--- config.mk ---
export PLATFORM = sky130hd
export DESIGN_NAME = gray_counter
export DESIGN_NICKNAME = d
export VERILOG_FILES = /design/src/rtl/gray_counter.sv
export SDC_FILE = /design/constraint.sdc
export NUM_CORES = 1
export LEC_CHECK = 0
export ABC_CLOCK_PERIOD_IN_PS = 1850
export CAP_MARGIN = 20
export CORE_AREA = 10 10 47 49
export CTS_CLUSTER_DIAMETER = 150
export DETAILED_ROUTE_END_ITERATION = 16
export DIE_AREA = 0 0 57 59
export PLACE_DENSITY_LB_ADDON = 0.1
export SLEW_MARGIN = 20
export SYNTH_ARGS = -nofsm -noshare
export SYNTH_HDL_FRONTEND = slang
export SYNTH_SLANG_ARGS = --single-unit
--- constraint.sdc ---
create_clock -name Clk -period 1.85 [get_ports Clk]
set_clock_uncertainty 0.2 [all_clocks]
set_input_delay 0.185 -clock Clk [delete_from_list [all_inputs] [get_ports Clk]]
set_output_delay 0.185 -clock Clk [all_outputs]
set_load 0.005 [all_outputs]
--- src/rtl/gray_counter.sv ---
// Up/down Gray-code counter with load and wrap flags.
// Binary count is the state; Gray output is derived from it.
module gray_counter #(
  parameter int WIDTH  = 3,
  parameter bit STICKY = 1'b1
) (
  input  logic             Clk,
  input  logic             Reset,
  input  logic             En,
  input  logic             Up,
  input  logic             Load,
  input  logic [WIDTH-1:0] LoadVal,
  input  logic             ClrFlags,
  output logic [WIDTH-1:0] Output,
  output logic [WIDTH-1:0] Binary,
  output logic             Overflow,
  output logic             Underflow
);

  localparam logic [WIDTH-1:0] MAX = '1;
  localparam logic [WIDTH-1:0] ZERO = '0;

  logic [WIDTH-1:0] cnt_q, cnt_d;
  logic [WIDTH-1:0] load_bin;
  logic             ovf_q, ovf_d;
  logic             unf_q, unf_d;
  logic             wrap_up, wrap_dn;

  // Gray-to-binary of the load value: prefix xor from the MSB down.
  always_comb begin
    load_bin = LoadVal;
    for (int i = WIDTH - 2; i >= 0; i--) begin
      load_bin[i] = load_bin[i+1] ^ LoadVal[i];
    end
  end

  // Wrap detection only on real count steps; a load masks counting.
  always_comb begin
    wrap_up = En & Up & ~Load & (cnt_q == MAX);
    wrap_dn = En & ~Up & ~Load & (cnt_q == ZERO);
  end

  // Next count: load beats enable; otherwise hold.
  always_comb begin
    cnt_d = cnt_q;
    if (Load) begin
      cnt_d = load_bin;
    end else if (En) begin
      if (Up) begin
        cnt_d = cnt_q + 1'b1;
      end else begin
        cnt_d = cnt_q - 1'b1;
      end
    end
  end

  // Flag next state: sticky flags hold until cleared, set wins.
  always_comb begin
    ovf_d = wrap_up;
    unf_d = wrap_dn;
    if (STICKY) begin
      ovf_d = wrap_up | (ovf_q & ~ClrFlags);
      unf_d = wrap_dn | (unf_q & ~ClrFlags);
    end
  end

  // State registers with synchronous active-high reset.
  always_ff @(posedge Clk) begin
    if (Reset) begin
      cnt_q <= '0;
      ovf_q <= 1'b0;
      unf_q <= 1'b0;
    end else begin
      cnt_q <= cnt_d;
      ovf_q <= ovf_d;
      unf_q <= unf_d;
    end
  end

  assign Output    = cnt_q ^ (cnt_q >> 1);
  assign Binary    = cnt_q;
  assign Overflow  = ovf_q;
  assign Underflow = unf_q;

endmodule

After elaboration in Yosys (flattened, before gate mapping)

Index checks and enable logic that the tools add are counted.

Register bits: 5
Logic and storage cells: 27

Add/sub/neg operators: 2
Equal/unequal tests: 1
Mux-type cells: 3
Bitwise operators: 16
Reductions and logical operators: 2

Operator list:

| cell                                             | count |
|---|---|
| 2-to-1 mux 3 bit                                 | 3 |
| AND 1 bit                                        | 8 |
| adder 3 x 1 -> 3 bit, second input constant      | 1 |
| == test 3 bit, second input constant             | 1 |
| zero test 3 bit                                  | 1 |
| inverter 1 bit                                   | 3 |
| subtractor 3 x 1 -> 3 bit, second input constant | 1 |
| XOR 3 x 2 -> 3 bit                               | 1 |
| bitwise OR 1 bit                                 | 2 |
| nonzero test 2 bit                               | 1 |
| XOR 1 bit                                        | 2 |

Depth between registers and ports, before layout

Gate-level depths: netlist of run 1.

Word-level depth: 5
Mapped depth: 5
Gate-level depth less buffers: 5

Worst setup path before layout of run 1

Ideal clock, no wire load.

Path type: flip-flop to flip-flop
From: register cnt_q[0], in the netlist Binary[0]
To: register cnt_q[2], in the netlist Binary[2]
Setup time: 120 ps
Arrival: 1285 ps
Required time: 1530 ps
Setup slack: 245 ps
Cell stages (with the launch flop): 5
Path buffers: 0
Clock period less this slack: 1605 ps
Cells stage by stage: dfxtp_1 -> fa_1 -> xor2_1 -> o21a_1 -> o31a_1

Word-level cells in the longest chain between the ends: 4

Ends and longest elaborated chain:

| what                                                              | line   | text |
|---|---|---|
| from (decl)                                                       | 23     | `logic [WIDTH-1:0] cnt_q, cnt_d;` |
| from (signal assigned)                                            | 74     | `cnt_q <= cnt_d;` |
| subtractor 3 x 1 -> 3 bit or adder 3 x 1 -> 3 bit (tied branches) | 52, 50 |  |
| 2-to-1 mux 3 bit (*)                                              | 49     | `if (Up) begin` |
| 2-to-1 mux 3 bit (*)                                              | 48     | `end else if (En) begin` |
| 2-to-1 mux 3 bit (*)                                              | 46     | `if (Load) begin` |

Mark *: on every way between the ends. The rest lies on a longest branch, timed or not. The select of a mux whose other input is x is not followed.
A chain may end at the register's enable or synchronous reset.

Final worst setup path of run 1

From: input Up
To: register cnt_q[2], in the netlist Binary[2]

Word-level cells in the longest chain between the ends: 3

Ends and longest elaborated chain:

| what             | line | text |
|---|---|---|
| from (decl)      | 10   | `input logic Up,` |
| 2-to-1 mux 3 bit | 49   |  |
| 2-to-1 mux 3 bit | 48   |  |
| 2-to-1 mux 3 bit | 46   |  |

No other way between the ends. The select of a mux whose other input is x is not followed.

==> flow_summary.toml, run 1 <==
[outcome]
status = "complete, no violations"

[drt]
ant_nets = 0
route.detailed.wl_per_inst_um = 11.7
num_vias = 304
drc = 0
finalWirelength_um = 842
firstDrtPassIters = 2
post_drt_via_cell_ratio = 4.22
drt_iter0_markers = 5

[logic_synthesis]
synth.area.top_cells = "dfxtp_1 (32%), xor2_1 (11%), ha_1 (7.9%), a211oi_1 (7.1%), inv_1 (7.1%)"
syn_inst = 36
synth_edf_count = 0
ys_ff_latch = 5
ys.flop_type = "dfxtp_1"
synth_area_per_cell_um2 = 8.76
netlist_area_um2 = 315
synth.top_cells.by_count = "inv_1 (6), dfxtp_1 (5), xor2_1 (4)"
yosysTopAreaCell = "dfxtp_1"
synth_cell_types = 17
synth_async_sr_flop_share_pct = 0
yosysTopAreaCellShare_pct = 31.7
synth.most_common_cell = "inv_1"
yosysWarningCount = 0
seq_area_frac_synth_pct = 31.7
synth_nets = 48

[finish]
final.fill_count = 149
utilization_pct = 38.0
layout.cells.non_filler = 72
syn_to_final_growth_pct = 69.0
layout-drive-gt1-share_pct = 12.5
nets = 69
multi_input_area_um2 = 185
antenna_cells = 0
regArea_um2 = 109

[timing]
tns_ps = 0
postLayoutSetupSlackWorst_ps = 78.5
worst_pin_slew_ps = 251
hold_viol = 0
setup_viol = 0
fmax_mhz = 564
slew_viol_final = 0
fin_crit_sh_pct = 95.8
timing.slew.headroom_pct = 83.2
fin_crit_ps = 1770
rsz0062_at_grt = "false"

[grt]
grt_pass1_wl_mm = 1.41
grt_pass1_vias = 314
grt_overflow = 0
antenna_found_initial = 0
grt_max_degree = 8
grt_usage_pct = 5.41

[worst_hold_path]
hold_end = "Overflow"
hold_path_class = "reg2reg"
min_from = "Overflow"
holdPathStages = 2

[clocking]
tritoncts = "built"
clk_latency_ps = 240
numCtsBuffers = 3
clkTransAtPathRegs_ps = 40
cts_buffer_depth = 2
htreeDepth = 1
cts_setup_buffers = 0
numClockSinks = 5
cts-root-buf = "clkbuf_4"

[power]
vdd_drop_max_v = 0.000273
powerDensity_nw_per_um2 = 671
p_leak_nw = 0.233

[floorplan]
rows = 14
die-height_um = 59
fp.coreArea_um2 = 1400
die-area_um2 = 3360
start_util_pct = 22.5
ios = 17
die_w_um = 57

[setup_path]
worstSetupEndpointType = "register"
r2r_cells = 4
r2r-end = "Binary[2]"
cp_data_arrival_time_ps = 1700
cp_max_fo = 2
start_kind = "input port"
crit_type = "in2reg"
r2r_slack_ps = 220
rr_startpoint = "Binary[0]"
worstPathRequired_ps = 1770

[placement]
io_buffers = 16
post-place-ws_ps = -177
dp_cells = 68
hpwl_um = 728
routabilityCongestion = 0.695

[run]
max_cap_violations = 0
state kept, by name, indices dropped and copies added (netlist names):
name / cells
Binary: 3
Overflow: 1
Underflow: 1
how the worst max path moves through the flow:
stage / start / end / slack (ps) / depth (start not counted)
6_report: Up / Binary[2] / 80 / 6
5_1_grt: Up / Binary[2] / 30 / 6
4_1_cts: Binary[1] / Output[0] / 20 / 3
3_5_place_dp: Up / Binary[2] / -180 / 6
3_3_place_gp: Up / Binary[2] / -160 / 6
2_1_floorplan: Binary[0] / Binary[2] / 250 / 4
repair_timing:
item | in CTS | in global routing
cloned | 0 | 0
resized for setup | 4 | 2
endpoints found under the hold margin | 0 | 0
hold buffers | 0 | 0
setup endpoints to repair | 1 | 2
layout by cell type, fill, tap and decap left out:
cell type and count:
clkbuf_4 3, a32oi_1 1, buf_4 1, inv_1 6
ha_1 2, fa_1 1, dfxtp_4 2, o21a_1 1
xnor2_1 1, nand4_1 1, nor2b_1 2, nor3_1 1
a211oi_1 3, nand2_1 1, dfxtp_2 1, clkbuf_1 1
o31a_1 1, a21oi_1 2, dlymetal6s2s_1 1, xor2_1 4
clkdlybuf4s50_1 15, dfxtp_1 2, nor2_1 3
layer usage:
layer  track usage [%]  routed length [µm]  part of all wire [%]
met1              5.38                 373                    44
met2              8.06                 364                    43
met3              4.08                 100                    12
met4              3.02                   4                  0.48
met5                 0                   0                     0
cell families after synthesis:
group / after synthesis / share of synthesized area, %
adders and majority gates: 3 / 14.3
DFF: 5 / 31.7
xor gates and xnor gates: 5 / 13.9
AOI/OAI and AO/OA: 8 / 18.3
and+or+nand+nor: 8 / 12.3
buffers and inverters: 7 / 9.52
power breakdown:
group          total, mW  switching, mW  internal, mW  leakage [nW]
Combinational      0.105         0.0387        0.0661         0.175
Sequential         0.129         0.0125         0.117        0.0426
Clock              0.124         0.0425        0.0814        0.0150
worst max-delay path, stage by stage:
cell and delay (ps):
clkdlybuf4s50_1 470, inv_1 60, fa_1 420, xor2_1 160, o21a_1 170, o31a_1 230
area by class of cell:
type	instances	area share, %
multi-input combinational	24	34.7
timing repair buffer	17	31.9
sequential	5	20.4
clock buffer	4	4.93
inverter	6	4.23
tap	16	3.76
through the flow:
| step | hold slack [ps] | area (µm²) | power [mW] |
|---|---|---|---|
| 3_3_place_gp | 245 | 495 | 0.236 |
| 2_1_floorplan | 54.1 | 315 | 0.171 |
| 3_5_place_dp | 248 | 495 | 0.239 |
| 4_1_cts | 253 | 529 | 0.367 |
| 6_report | 249 | 533 | 0.358 |
| 5_1_grt | 273 | 533 | 0.389 |
No activity file was read; power rests on OpenSTA's default activity.
==> run 2, diff against run 1 <==
--- a/config.mk
+++ b/config.mk
@@ -5,8 +5,9 @@
 export SDC_FILE = /design/constraint.sdc
 export NUM_CORES = 1
 export LEC_CHECK = 0
+export ABC_AREA = 1
 export ABC_CLOCK_PERIOD_IN_PS = 1850
-export CAP_MARGIN = 20
+export CAP_MARGIN = 5
 export CORE_AREA = 10 10 47 49
 export CTS_CLUSTER_DIAMETER = 150
 export DETAILED_ROUTE_END_ITERATION = 16
==> run 2 against run 1 <==
  * Cell area grew 10%
  * Worst hold slack gained 9.6 ps
  * Worst setup slack gained 96 ps
  * Sequential power shrank 7%
  * Combinational power grew 9.5%
  * Largest cell class unchanged
==> flow_summary.toml, run 2 <==
[outcome]
status = "complete, no violations"

[grt]
grt_usage_pct = 6.50
antenna_found_initial = 0
grt_max_degree = 7
grt_pass1_wl_mm = 1.73
grt_overflow = 0
grt_pass1_vias = 412

[timing]
fmax_mhz = 597
setup_viol = 0
hold_viol = 0
fin_crit_sh_pct = 90.6
slew_viol_final = 0
postLayoutSetupSlackWorst_ps = 174
rsz0062_at_grt = "false"
worst_pin_slew_ps = 254
timing.slew.headroom_pct = 83.0
fin_crit_ps = 1680
tns_ps = 0

[setup_path]
r2r_slack_ps = 390
cp_max_fo = 5
start_kind = "register"
worstSetupEndpointType = "primary output"
r2r-end = "Binary[2]"
rr_startpoint = "Binary[0]"
crit_type = "reg2out"
r2r_cells = 6
worstPathRequired_ps = 1460
cp_data_arrival_time_ps = 1290

[power]
powerDensity_nw_per_um2 = 614
power.total_mw = 0.360
p_leak_nw = 0.277
vdd_drop_max_v = 0.000173

[logic_synthesis]
ys_ff_latch = 5
netlist_area_um2 = 354
seq_area_frac_synth_pct = 28.3
synth.area.top_cells = "dfxtp_1 (28%), nand2_1 (14%), inv_1 (9.5%), nand3_1 (8.5%), ha_1 (7.1%)"
yosysTopAreaCell = "dfxtp_1"
synth.most_common_cell = "nand2_1"
syn_inst = 51
ys.flop_type = "dfxtp_1"
synth_nets = 63
yosysWarningCount = 0
synth_async_sr_flop_share_pct = 0
yosysTopAreaCellShare_pct = 28.3
synth_area_per_cell_um2 = 6.94
synth_edf_count = 0
synth.top_cells.by_count = "nand2_1 (13), inv_1 (9), nand3_1 (6)"
synth_cell_types = 16

[clocking]
clkTransAtPathRegs_ps = 40
cts_buffer_depth = 2
cts_setup_buffers = 0
tritoncts = "built"
numCtsBuffers = 3
htreeDepth = 1
cts-root-buf = "clkbuf_4"
clk_latency_ps = 240
numClockSinks = 5

[placement]
hpwl_um = 836
post-place-ws_ps = 54.8
routabilityCongestion = 0.820
io_buffers = 16

[finish]
nets = 87
antenna_cells = 0
layout-drive-gt1-share_pct = 14.9
final_cell_mix = "clkdlybuf4s50_1 (15), nand2_1 (13), inv_1 (9)"
final_common_cell = "clkdlybuf4s50_1"
utilization_pct = 41.9
syn_to_final_growth_pct = 65.7
largest_register_ffs = 3

[drt]
finalWirelength_um = 996
num_vias = 391
route.detailed.wl_per_inst_um = 11.1
ant_nets = 0
drt_iter0_markers = 7
firstDrtPassIters = 4
drc = 0
post_drt_via_cell_ratio = 4.34

[floorplan]
die-area_um2 = 3360
die_w_um = 57
ios = 17
start_util_pct = 25.3
die-height_um = 59
rows = 14
fp.coreArea_um2 = 1400

[worst_hold_path]
hold_path_class = "reg2reg"
hold_end = "Underflow"
holdPathStages = 2
min_from = "Underflow"

[run]
max_cap_violations = 0
run 2: final cells by class:
class                   count  area (µm²)
clock buffers               4        26.3
fillers                   172         815
inverters                   9        33.8
multi-input cells          36         213
flip-flops and latches      5         101
well taps                  16        20.0
repair buffers             20         193
run 2: worst max-delay path by stage:
stage,cells after the start,end,start
6_report,2,Binary[2],Binary[2]
5_1_grt,2,Output[1],Binary[2]
3_3_place_gp,7,Binary[2],Up
2_1_floorplan,5,Binary[2],Binary[0]
3_5_place_dp,7,Binary[2],Up
4_1_cts,3,Output[0],Binary[1]
run 2: kinds of logic after synthesis:
kind of cell | synth area share [%]
flops | 28.3
compound gates | 9.54
xor+xnor | 2.47
simple gates | 35.3
buf+inv | 11.7
fa+ha+maj | 12.7
run 2: per-stage QoR:
stage | hold slack (ps) | area (µm²) | std cells
floorplan | 54.1 | 354 | 51
global placement | 252 | 557 | 86
detailed placement | 253 | 557 | 86
CTS | 260 | 583 | 90
global route | 311 | 587 | 90
finish | 259 | 587 | 90
run 2: worst max-delay path, stage by stage (launching register included):
cell	delay [ps]
dfxtp_1	380
buf_4	160
clkdlybuf4s50_1	500
run 2: report_power, final:
group	leakage, nW	internal [mW]	switching, mW
clock network	0.0150	0.0815	0.0438
logic	0.220	0.0662	0.0485
registers	0.0414	0.115	0.00524
total	0.277	0.263	0.0975
run 2: metal layers:
layer  track usage [%]  vias up  wire [µm]  part of all wire, %
met5                 0        -          0                    0
met4              6.04        0         24                  2.4
met1              6.95      161        425                   43
met3              3.86        2        135                   14
met2              8.68       18        411                   41
li1                  -      210          -                    -
run 2: repair_timing:
action / in CTS / in global routing
setup endpoints to repair: 0 / 1
resized for setup: 0 / 2
hold buffers: 0 / 0
endpoints found under the hold margin: 0 / 0
==> run 3, diff against run 2 <==
--- a/config.mk
+++ b/config.mk
@@ -12,7 +12,7 @@
 export CTS_CLUSTER_DIAMETER = 150
 export DETAILED_ROUTE_END_ITERATION = 16
 export DIE_AREA = 0 0 57 59
-export PLACE_DENSITY_LB_ADDON = 0.1
+export PLACE_DENSITY_LB_ADDON = 0.12
 export SLEW_MARGIN = 20
 export SYNTH_ARGS = -nofsm -noshare
 export SYNTH_HDL_FRONTEND = slang
==> run 3 against run 2 <==
  * Fmax shrank 4.3%
  * Core utilization unchanged
  * Sequential power about the same
  * Critical path type unchanged
  * Wire length grew 0.30%
  * Sequential share of layout area is the same
  * Combinational power about the same
  * Cell area unchanged
  * Non-clock buffer count did not move
  * First-iteration DRC count up 14%
  * Critical endpoint is now Output[1]
==> flow_summary.toml, run 3 (same netlist as run 2, synthesis figures left out) <==
[outcome]
status = "complete, no violations"

[worst_hold_path]
min_from = "Overflow"
holdPathStages = 2
hold_path_class = "reg2reg"
hold_end = "Overflow"

[setup_path]
rr_startpoint = "Binary[0]"
r2r_slack_ps = 410
r2r-end = "Binary[1]"
critPathMaxStageDelay_ps = 520
cp_max_fo = 4
worstPathRequired_ps = 1460
cp_data_arrival_time_ps = 1370
crit_type = "reg2out"
r2r_cells = 4
worstSetupEndpointType = "primary output"
start_kind = "register"
slowest_stage = "clkdlybuf4s50_1"
crit_chain = "buf_4 -> xor2_1 -> clkdlybuf4s50_1"

[power]
p_sw_share_pct = 27.6
seq_power_share_pct = 33.0
p_leak_nw = 0.277
vdd_drop_max_v = 0.000201
power_frac_comb_pct = 31.5
clkPwrFrac_pct = 35.4
p_int_mw = 0.263
powerDensity_nw_per_um2 = 620
p_sw_mw = 0.100

[timing]
hold_viol = 0
worst_pin_slew_ps = 276
slew_viol_final = 0
tns_ps = 0
timing.slew.headroom_pct = 81.5
fin_crit_ps = 1750
fmax_mhz = 571
fin_crit_sh_pct = 94.6
setup_viol = 0
rsz0062_at_grt = "false"

[drt]
firstDrtPassIters = 4
finalWirelength_um = 999
drc = 0
ant_nets = 0
drt_iter0_markers = 8
num_vias = 394
post_drt_via_cell_ratio = 4.38
route.detailed.wl_per_inst_um = 11.1

[grt]
antenna_found_initial = 0
grt_pass1_wl_mm = 1.74
grt_max_degree = 7
grt_usage_pct = 6.75
grt_pass1_vias = 418
grt_overflow = 0

[clocking]
cts-root-buf = "clkbuf_4"
postCtsHoldBufs = 0
cts_resized = 0
clkTransAtPathRegs_ps = 40
cts_buffer_depth = 2
cts_setup_buffers = 0
numClockSinks = 5
numCtsBuffers = 3
clk_latency_ps = 240
htreeDepth = 1
tritoncts = "built"

[finish]
syn_to_final_growth_pct = 65.7
final_cell_mix = "clkdlybuf4s50_1 (15), nand2_1 (13), inv_1 (9)"
nets = 87
largest_register_ffs = 3
layout-drive-gt1-share_pct = 14.9
final_common_cell = "clkdlybuf4s50_1"
layout.cells.non_filler = 90
antenna_cells = 0

[floorplan]
ios = 17
die_w_um = 57
rows = 14
die-height_um = 59
start_util_pct = 25.3
fp.coreArea_um2 = 1400
die-area_um2 = 3360

[placement]
routabilityCongestion = 0.730
dp_cells = 86
hpwl_um = 836
io_buffers = 16

[run]
max_cap_violations = 0
-- run 3: cell counts in the layout (fill, tap and decap cells not counted) --
Identical to the previous run, type by type.
-- run 3: worst max-delay path: cells and delay by family (launching register included) --
family / cells / cell delay [ps]
xor+xnor: 1 / 140
flops: 1 / 340
buf+inv: 2 / 650
-- run 3: worst max path at each step --
stage | start | to | cells after the start
after floorplan | Binary[0] | Binary[2] | 5
after global placement | Up | Binary[2] | 7
after detailed placement | Up | Binary[2] | 7
after CTS | Binary[1] | Output[0] | 3
after global routing | Binary[1] | Output[1] | 3
final | Binary[1] | Output[1] | 3
-- run 3: power groups by stage --
stage               Sequential (mW)  Combinational [mW]  Clock, mW
CTS                           0.120               0.119      0.136
global route                  0.121               0.133      0.146
detailed placement            0.122               0.118          0
global placement              0.122               0.118          0
finish                        0.120               0.115      0.129
floorplan                     0.126              0.0439          0
-- run 3: per-layer routing --
metal	vias up	GRT usage [%]	part of all wire (%)	routed length (µm)
li1	209	-	-	-
met3	2	3.00	7.8	78
met1	169	6.91	45	450
met2	14	9.77	46	461
met4	0	7.05	0.80	8
met5	-	0	0	0
-- run 3: cell type report --
class | count | area (µm²)
Tap cell | 16 | 20.0
Fill cell | 165 | 815
Multi-Input combinational cell | 36 | 213
Timing Repair Buffer | 20 | 193
Sequential cell | 5 | 101
Inverter | 9 | 33.8
Clock buffer | 4 | 26.3
-- run 3: stage by stage --
stage | total power, mW | utilization (%) | hold slack, ps | instance area, µm² | setup slack [ps]
2_1_floorplan | 0.170 | - | 54.1 | 354 | 542
3_3_place_gp | 0.240 | 39.7 | 256 | 557 | 61.3
3_5_place_dp | 0.240 | 39.7 | 260 | 557 | 51.5
4_1_cts | 0.374 | 41.6 | 269 | 583 | 15.4
5_1_grt | 0.399 | 41.9 | 305 | 587 | 2.95
6_report | 0.364 | 41.9 | 264 | 587 | 99.8
